`src/rtl/decode_stage_pipelined.sv`:
```
// decode_stage_pipelined: ID stage with regfile, control decode, branch resolution and ID/EX register
module decode_stage_pipelined #(
  parameter int DATA_W = 32,
  parameter int PC_W = 10,
  parameter int RA_W = 5
) (
  input  logic              clk,
  input  logic              reset,
  input  logic              in_valid,
  output logic              in_ready,
  input  logic [PC_W-1:0]   in_pc_plus4,
  input  logic [31:0]       in_instr,
  input  logic              wb_reg_write,
  input  logic [RA_W-1:0]   wb_addr,
  input  logic [DATA_W-1:0] wb_data,
  input  logic              data_hazard,
  input  logic              flush,
  output logic              out_valid,
  input  logic              out_ready,
  output logic [DATA_W-1:0] out_reg1,
  output logic [DATA_W-1:0] out_reg2,
  output logic [DATA_W-1:0] out_imm,
  output logic [RA_W-1:0]   out_dest,
  output logic              out_mem_to_reg,
  output logic              out_mem_read,
  output logic              out_mem_write,
  output logic              out_alu_src,
  output logic              out_reg_write,
  output logic [1:0]        out_alu_op,
  output logic              redirect_valid,
  output logic [PC_W-1:0]   redirect_pc
);
  logic [DATA_W-1:0] rf [2**RA_W];
  logic [5:0] op;
  logic [RA_W-1:0] rs, rt, rd;
  logic [DATA_W-1:0] rd1, rd2, imm;
  logic [PC_W-1:0] br_tgt, j_tgt;
  logic is_r, is_lw, is_sw, is_addi, is_beq, is_bne, is_j;
  logic adv, acc, load, taken, redir;
  assign op = in_instr[31:26];
  assign rs = in_instr[21 +: RA_W];
  assign rt = in_instr[16 +: RA_W];
  assign rd = in_instr[11 +: RA_W];
  assign is_r = op == 6'h00;
  assign is_lw = op == 6'h23;
  assign is_sw = op == 6'h2B;
  assign is_addi = op == 6'h08;
  assign is_beq = op == 6'h04;
  assign is_bne = op == 6'h05;
  assign is_j = op == 6'h02;
  // same-cycle writeback wins over the stored value so the consumer never sees a stale operand
  assign rd1 = rs == '0 ? '0 : (wb_reg_write && wb_addr == rs) ? wb_data : rf[rs];
  assign rd2 = rt == '0 ? '0 : (wb_reg_write && wb_addr == rt) ? wb_data : rf[rt];
  assign imm = {{(DATA_W-16){in_instr[15]}}, in_instr[15:0]};
  assign br_tgt = in_pc_plus4 + {imm[PC_W-3:0], 2'b00};
  assign j_tgt = {in_instr[PC_W-3:0], 2'b00};
  assign adv = ~out_valid | out_ready;
  // a flushed instruction is still consumed from IF/ID, so flush masks the load-use stall
  assign in_ready = reset & (flush | ~data_hazard) & adv;
  assign acc = in_valid & in_ready;
  assign load = acc & ~flush;
  assign taken = (is_beq & (rd1 == rd2)) | (is_bne & (rd1 != rd2));
  assign redir = load & (taken | is_j);
  // register file write port; reset clears every entry
  always_ff @(posedge clk) begin
    if (!reset)
      for (int i = 0; i < 2**RA_W; i++) rf[i] <= '0;
    else if (wb_reg_write && wb_addr != '0)
      rf[wb_addr] <= wb_data;
  end
  // ID/EX register and one-cycle redirect pulse
  always_ff @(posedge clk) begin
    if (!reset) begin
      out_valid <= 1'b0;
      out_reg1 <= '0;
      out_reg2 <= '0;
      out_imm <= '0;
      out_dest <= '0;
      out_mem_to_reg <= 1'b0;
      out_mem_read <= 1'b0;
      out_mem_write <= 1'b0;
      out_alu_src <= 1'b0;
      out_reg_write <= 1'b0;
      out_alu_op <= 2'b00;
      redirect_valid <= 1'b0;
      redirect_pc <= '0;
    end else begin
      redirect_valid <= redir;
      if (redir) redirect_pc <= is_j ? j_tgt : br_tgt;
      if (adv) begin
        out_valid <= load;
        if (load) begin
          out_reg1 <= rd1;
          out_reg2 <= rd2;
          out_imm <= imm;
          out_dest <= is_r ? rd : rt;
          out_mem_to_reg <= is_lw;
          out_mem_read <= is_lw;
          out_mem_write <= is_sw;
          out_alu_src <= is_lw | is_sw | is_addi;
          out_reg_write <= is_r | is_lw | is_addi;
          out_alu_op <= is_r ? 2'b10 : (is_beq | is_bne) ? 2'b01 : 2'b00;
        end
      end
    end
  end
endmodule
```
`config.mk`:
```
export PLATFORM = sky130hd
export DESIGN_NAME = decode_stage_pipelined
export DESIGN_NICKNAME = d
export VERILOG_FILES = /design/src/rtl/decode_stage_pipelined.sv
export SDC_FILE = /design/constraint.sdc
export NUM_CORES = 2
export LEC_CHECK = 0
export CORE_MARGIN = 5
export CORE_UTILIZATION = 55
export DETAILED_ROUTE_END_ITERATION = 12
export PLACE_DENSITY = 0.72
export SLEW_MARGIN = 20
export SYNTH_ARGS = -nofsm -noshare
export SYNTH_HDL_FRONTEND = slang
export SYNTH_SLANG_ARGS = --single-unit
```
`constraint.sdc`:
```
create_clock -name clk -period 6.8 [get_ports clk]
set_clock_uncertainty 0.05 [all_clocks]
set_input_delay 1.36 -clock clk [delete_from_list [all_inputs] [get_ports clk]]
set_output_delay 1.36 -clock clk [all_outputs]
set_load 0.1 [all_outputs]
```
Yosys cells after proc, flatten, opt, wreduce, memory -nomap -nowiden. Memory sizes are Yosys's and may differ from the RTL's. Index checks and enable logic that the tools add are counted.

Add/sub/neg operators: 1. Eq/ne operators: 10. Multiplexer cells: 15. Bitwise operators: 19. Reductions and logical operators: 9.

Operators by type and width (count): 32-bit 2-to-1 mux (5); 32-bit equality test (1); 32-bit != test (1); 32-bit OR reduction (1); 6-bit by 3-bit equality test with 1-bit output (second input constant) (2); 6-bit equality test (second input constant) (2); 10-bit adder (1); 5-bit equality test (2); 5-bit zero test (2); 10-bit 2-to-1 mux (1); 5-bit 2-to-1 mux (2); 1-bit OR (9); 1-bit bitwise AND (7); 6-bit by 2-bit equality test with 1-bit output (second input constant) (1); 6-bit by 4-bit equality test with 1-bit output (second input constant) (1); 6-bit zero test (1); 1-bit 2-to-1 mux (6); 5-bit nonzero test (1); 1-bit logical AND (3); 1-bit NOT (3); 2-bit 2-to-1 mux (1); 2-bit AND reduction (1).

Register bits after elaboration: 103. RAM bits: 1024. Logic and storage cells: 67. Memories: 1.

Memory list: rf (words 32, width 32, read ports 2, clocked after Yosys merged registers in 0, wr ports 32, RTL line 33) `logic [DATA_W-1:0] rf [2**RA_W];`.

Logic depth before layout (Yosys ltp).
Depth in word-level cells: 9. Depth in mapped cells: 20. Mapped depth without buffers: 12.

Worst setup path before layout. OpenSTA, ideal clock, no wires.

Kind: input -> register. From: input port wb_addr[3]. To: memory rf[24][0], enable pin. Setup time: 0.466 ns. Data arrival time: 4.702 ns. Required time: 6.284 ns. Slack: 1.582 ns. Stages: 6. Buffers on the path: 3. Cell sequence: clkbuf_1 or3_1 clkbuf_1 nand3b_1 clkbuf_1 o21ai_0.

RTL lines: start, declared (RTL line 14) `input logic [RA_W-1:0] wb_addr,`; end, declared (RTL line 33).

Worst setup path in the final report.
From: input port wb_addr[3]. To: register redirect_pc[0].

Longest elaborated chain between the ends: 9.

Ends and longest elaborated chain: 5-bit equality test (on tied branches) (RTL line 52, 53); 1-bit logical AND (on tied branches) (RTL line 52, 53); 32-bit 2-to-1 mux (on tied branches) (2 in a row) (RTL line 52, 53); 32-bit equality test / 32-bit != test (equally long branches) (RTL line 62) `assign taken = (is_beq & (rd1 == rd2)) | (is_bne & (rd1 != rd2));`; 1-bit bitwise AND (RTL line 62); 1-bit OR * (RTL line 62); 1-bit OR * (RTL line 63) `assign redir = load & (taken | is_j);`; 1-bit bitwise AND * (RTL line 63); end signal, assigned (RTL line 89) `if (redir) redirect_pc <= is_j ? j_tgt : br_tgt;`; end, declared (RTL line 31) `output logic [PC_W-1:0] redirect_pc`.

Mark *: on every way between the ends. The rest lies on a longest branch, timed or not. A chain may end at the register's enable or synchronous reset.

==> summary.txt <==
Outcome
  • Outcome: completed

Yosys
  • FFs w/ async S/R, synth: 0%
  • Mapped Avg Cell Area: 13.85 um^2
  • Synth Register Bits: 1127
  • Post-synth top area cell: edfxtp_1
  • Mapped Cells: 4339
  • Seq/Total Area, Yosys: 54.59%
  • Area contributors post-synth: edfxtp_1 (51%), mux4_2 (15%), and2_1 (9.4%)
  • Main synth FF type: edfxtp_1
  • Most frequent cell after synthesis: edfxtp_1
  • Commonest cells in the netlist: edfxtp_1 (1024), and2_1 (903), mux4_2 (409)
  • Number of synthesized flops with an enable pin: 1024
  • Top cell type's share of synthesized area: 51.16%
  • Yosys cell types: 80
  • Yosys warns: 0
  • Syn Std Cell Area: 60100 um^2

Placed design
  • IO buf count: 206
  • Pre-CTS setup slack: 0.1368 ns
  • Detailed placement HPWL: 143900 um
  • Post-place instance area: 64600 um^2
  • Gpl congestion: 1.004

Worst hold path
  • Hold path endpoint: out_imm[11]$_SDFFE_PN0P_
  • Worst hold path startpoint: out_imm[11]$_SDFFE_PN0P_
  • Hold Path Cell Cnt: 2
  • Worst min-delay path category: register to register

Global routing
  • GRT overflow: 0
  • Global-route wire length before repair: 319300 um
  • Gr usage total: 38.96%
  • Vias in the first global route: 42430
  • Initial antenna violation count: 37
  • Largest net degree at the start of global routing: 127

Setup path
  • Crit Reg-Reg Startpoint: rf[11][15]$_SDFFCE_PN0P_
  • CP required: 7.40 ns
  • Worst Path Arrival: 6.94 ns
  • Critical-path maximum fanout: 11
  • R2r setup slk: 1.85 ns
  • Crit end category: register
  • Reg2reg path depth: 12
  • Reg-to-Reg End: redirect_pc[0]$_SDFFE_PN0P_
  • CP Launch Type: primary input
  • Critical setup path kind: primary input to register

Timing
  • Final Hold Fails: 0
  • RSZ-0062 raised after global routing: false
  • Crit path time final: 6.342 ns
  • Slew HR: 14.01%
  • Least-Margin Pin Slew: 1.290 ns
  • Max Freq: 157.7 MHz
  • Final Slew Violations: 0
  • Final setup fails: 0
  • Setup TNS: 0 ns
  • Tcrit/Tclk final: 93.26%
  • Final worst slack: 0.4583 ns

Drt
  • Wire per inst: 38.42 um
  • Post-route ant nets: 0
  • Initial DRC count: 8996
  • DR vias/cell: 7.365
  • DRT Wirelength: 230400 um
  • Drt drc: 0
  • DR pass1 iterations: 9
  • Via count: 44170

Floorplan
  • Row Count: 121
  • Chip width: 340.6 um
  • Initial Util: 55.29%
  • Die ar.: 116000 um^2
  • Boundary pin count: 207
  • Die height: 340.6 um
  • Core area: 108700 um^2

Clock tree
  • Num CTS Buffers: 116
  • Post-CTS sizing: 0
  • CTS root buf: clkbuf_16
  • Postcts setup bufs: 0
  • Post-CTS Hold Fix Bufs: 0
  • CTS tree: done
  • Clock Path Buffers: 3
  • H-Tree Level Count: 3
  • Worst-path clk slew: 0.06 ns
  • CTS Sinks: 1127
  • Skew-Pair Late Insertion Delay: 0.74 ns

Finish
  • Fillers: 7925
  • Area Growth Syn to Fin: 13.82%
  • Fin nets: 4564
  • Share of cells above drive strength 1: 21.42%
  • Finished Cell Area: 68410 um^2
  • Top reg by flops: rf
  • Regs by FF count: rf (1024), out_reg1 (32), out_reg2 (32)
  • Flip-flop count of the largest register after layout: 1024

Pwr
  • VDD IR-drop max: 0.0002234 V
  • Power, Total: 17.14 mW
  • PwrDens: 250.6 nW/um^2
  • P_leak: 23.73 nW

Job
  • Max cap viols: 0
[cell type report]
| type | instances | area [um^2] | area share (%) |
|---|---|---|---|
| Multi-Input combinational cell | 2745 | 25430 | 37.17 |
| Clock inverter | 62 | 553.0 | 0.8084 |
| Antenna cell | 17 | 42.54 | 0.06219 |
| Timing Repair Buffer | 463 | 4523 | 6.612 |
| Clock buffer | 152 | 3209 | 4.691 |
| Inverter | 17 | 68.82 | 0.1006 |
| Tap cell | 1414 | 1769 | 2.586 |
| Sequential cell | 1127 | 32810 | 47.96 |
[critical path, stage by stage]
cell and delay, ns:
clkdlybuf4s50_1 0.69, xnor2_1 0.17, nand4_1 0.40, buf_4 0.32, o21ai_1 0.13, buf_4 0.30, buf_4 0.23, a21oi_1 0.18
a221oi_2 0.67, xnor2_1 0.28, nor4_1 0.44, buf_4 0.20, nand4_1 0.12, nor3_2 0.32, buf_4 0.18, xnor2_1 0.07
o22ai_2 0.59, mux2i_1 0.26
[per-layer routing]
layer | wire length (um) | up-vias | global-route usage (%)
li1 | - | 16784 | -
met1 | 76550 | 21721 | 51.50
met2 | 95320 | 4635 | 54.66
met3 | 42410 | 1016 | 16.51
met4 | 15930 | 14 | 21.51
met5 | 174 | - | 0
[metrics by stage]
stage / hold slack [ns] / util (%) / std cells
2_1_floorplan: 0.8334 / - / 4370
4_1_cts: 0.4043 / 62.89 / 5979
5_1_grt: 0.4220 / 62.90 / 5984
6_report: 0.4017 / 62.93 / 5997
3_3_place_gp: 0.3912 / 59.35 / 5762
3_5_place_dp: 0.3959 / 59.43 / 5765
[power breakdown]
group / internal, mW / switching, mW / leakage, nW / total (mW)
sequential: 7.92 / 0.205 / 10.6 / 8.13
combinational: 0.937 / 1.64 / 11.3 / 2.57
clock: 3.62 / 2.82 / 1.86 / 6.44
[layout by cell type (no fill, tap or decap), types with 15 or more instances in the layout]
master / synthesis / layout
a211oi_1: 57 / 57
a21oi_1: 136 / 136
a221oi_1: 15 / 15
a22oi_1: 64 / 64
a32oi_1: 16 / 16
and2_1: 903 / 902
buf_12: 3 / 38
buf_4: 39 / 218
clkbuf_1: 308 / 25
clkbuf_16: 0 / 122
clkdlybuf4s50_1: 0 / 193
clkinv_1: 1 / 15
clkinv_2: 0 / 29
conb_1: 1 / 32
dfxtp_1: 103 / 103
diode_2: 0 / 17
edfxtp_1: 1024 / 1024
mux2_2: 19 / 19
mux2i_1: 287 / 287
mux4_2: 409 / 409
nand2_1: 126 / 124
nand3_1: 31 / 31
nor2_1: 143 / 109
nor2_2: 2 / 15
nor2_4: 0 / 21
nor2b_1: 27 / 25
nor3_1: 122 / 120
o21ai_0: 72 / 41
o21ai_4: 0 / 31
o221ai_1: 53 / 53
xnor2_1: 32 / 32
[kinds of logic after synthesis]
logic type / Yosys count / share of synthesized area, %
AND/OR/NAND/NOR: 1414 / 13.41
flip-flops: 1127 / 54.59
multiplexers: 729 / 20.97
AO/OA/AOI/OAI: 517 / 5.950
buffers and inverters: 498 / 4.238
XOR/XNOR: 45 / 0.6557
adder cells (fa/ha/maj): 8 / 0.1790
other: 1 / 0.006239
[how the worst max path moves through the flow]
stage | from | end | cells past startpoint
2_1_floorplan | wb_addr[3] | rf[24][0]$_SDFFCE_PN0P_ | 6
3_3_place_gp | wb_addr[3] | redirect_pc[3]$_SDFFE_PN0P_ | 18
3_5_place_dp | wb_addr[3] | redirect_pc[0]$_SDFFE_PN0P_ | 18
4_1_cts | wb_addr[3] | redirect_pc[0]$_SDFFE_PN0P_ | 18
5_1_grt | wb_addr[3] | redirect_pc[7]$_SDFFE_PN0P_ | 18
6_report | wb_addr[3] | redirect_pc[0]$_SDFFE_PN0P_ | 18
Note: power is estimated with default switching activity, not from simulation.
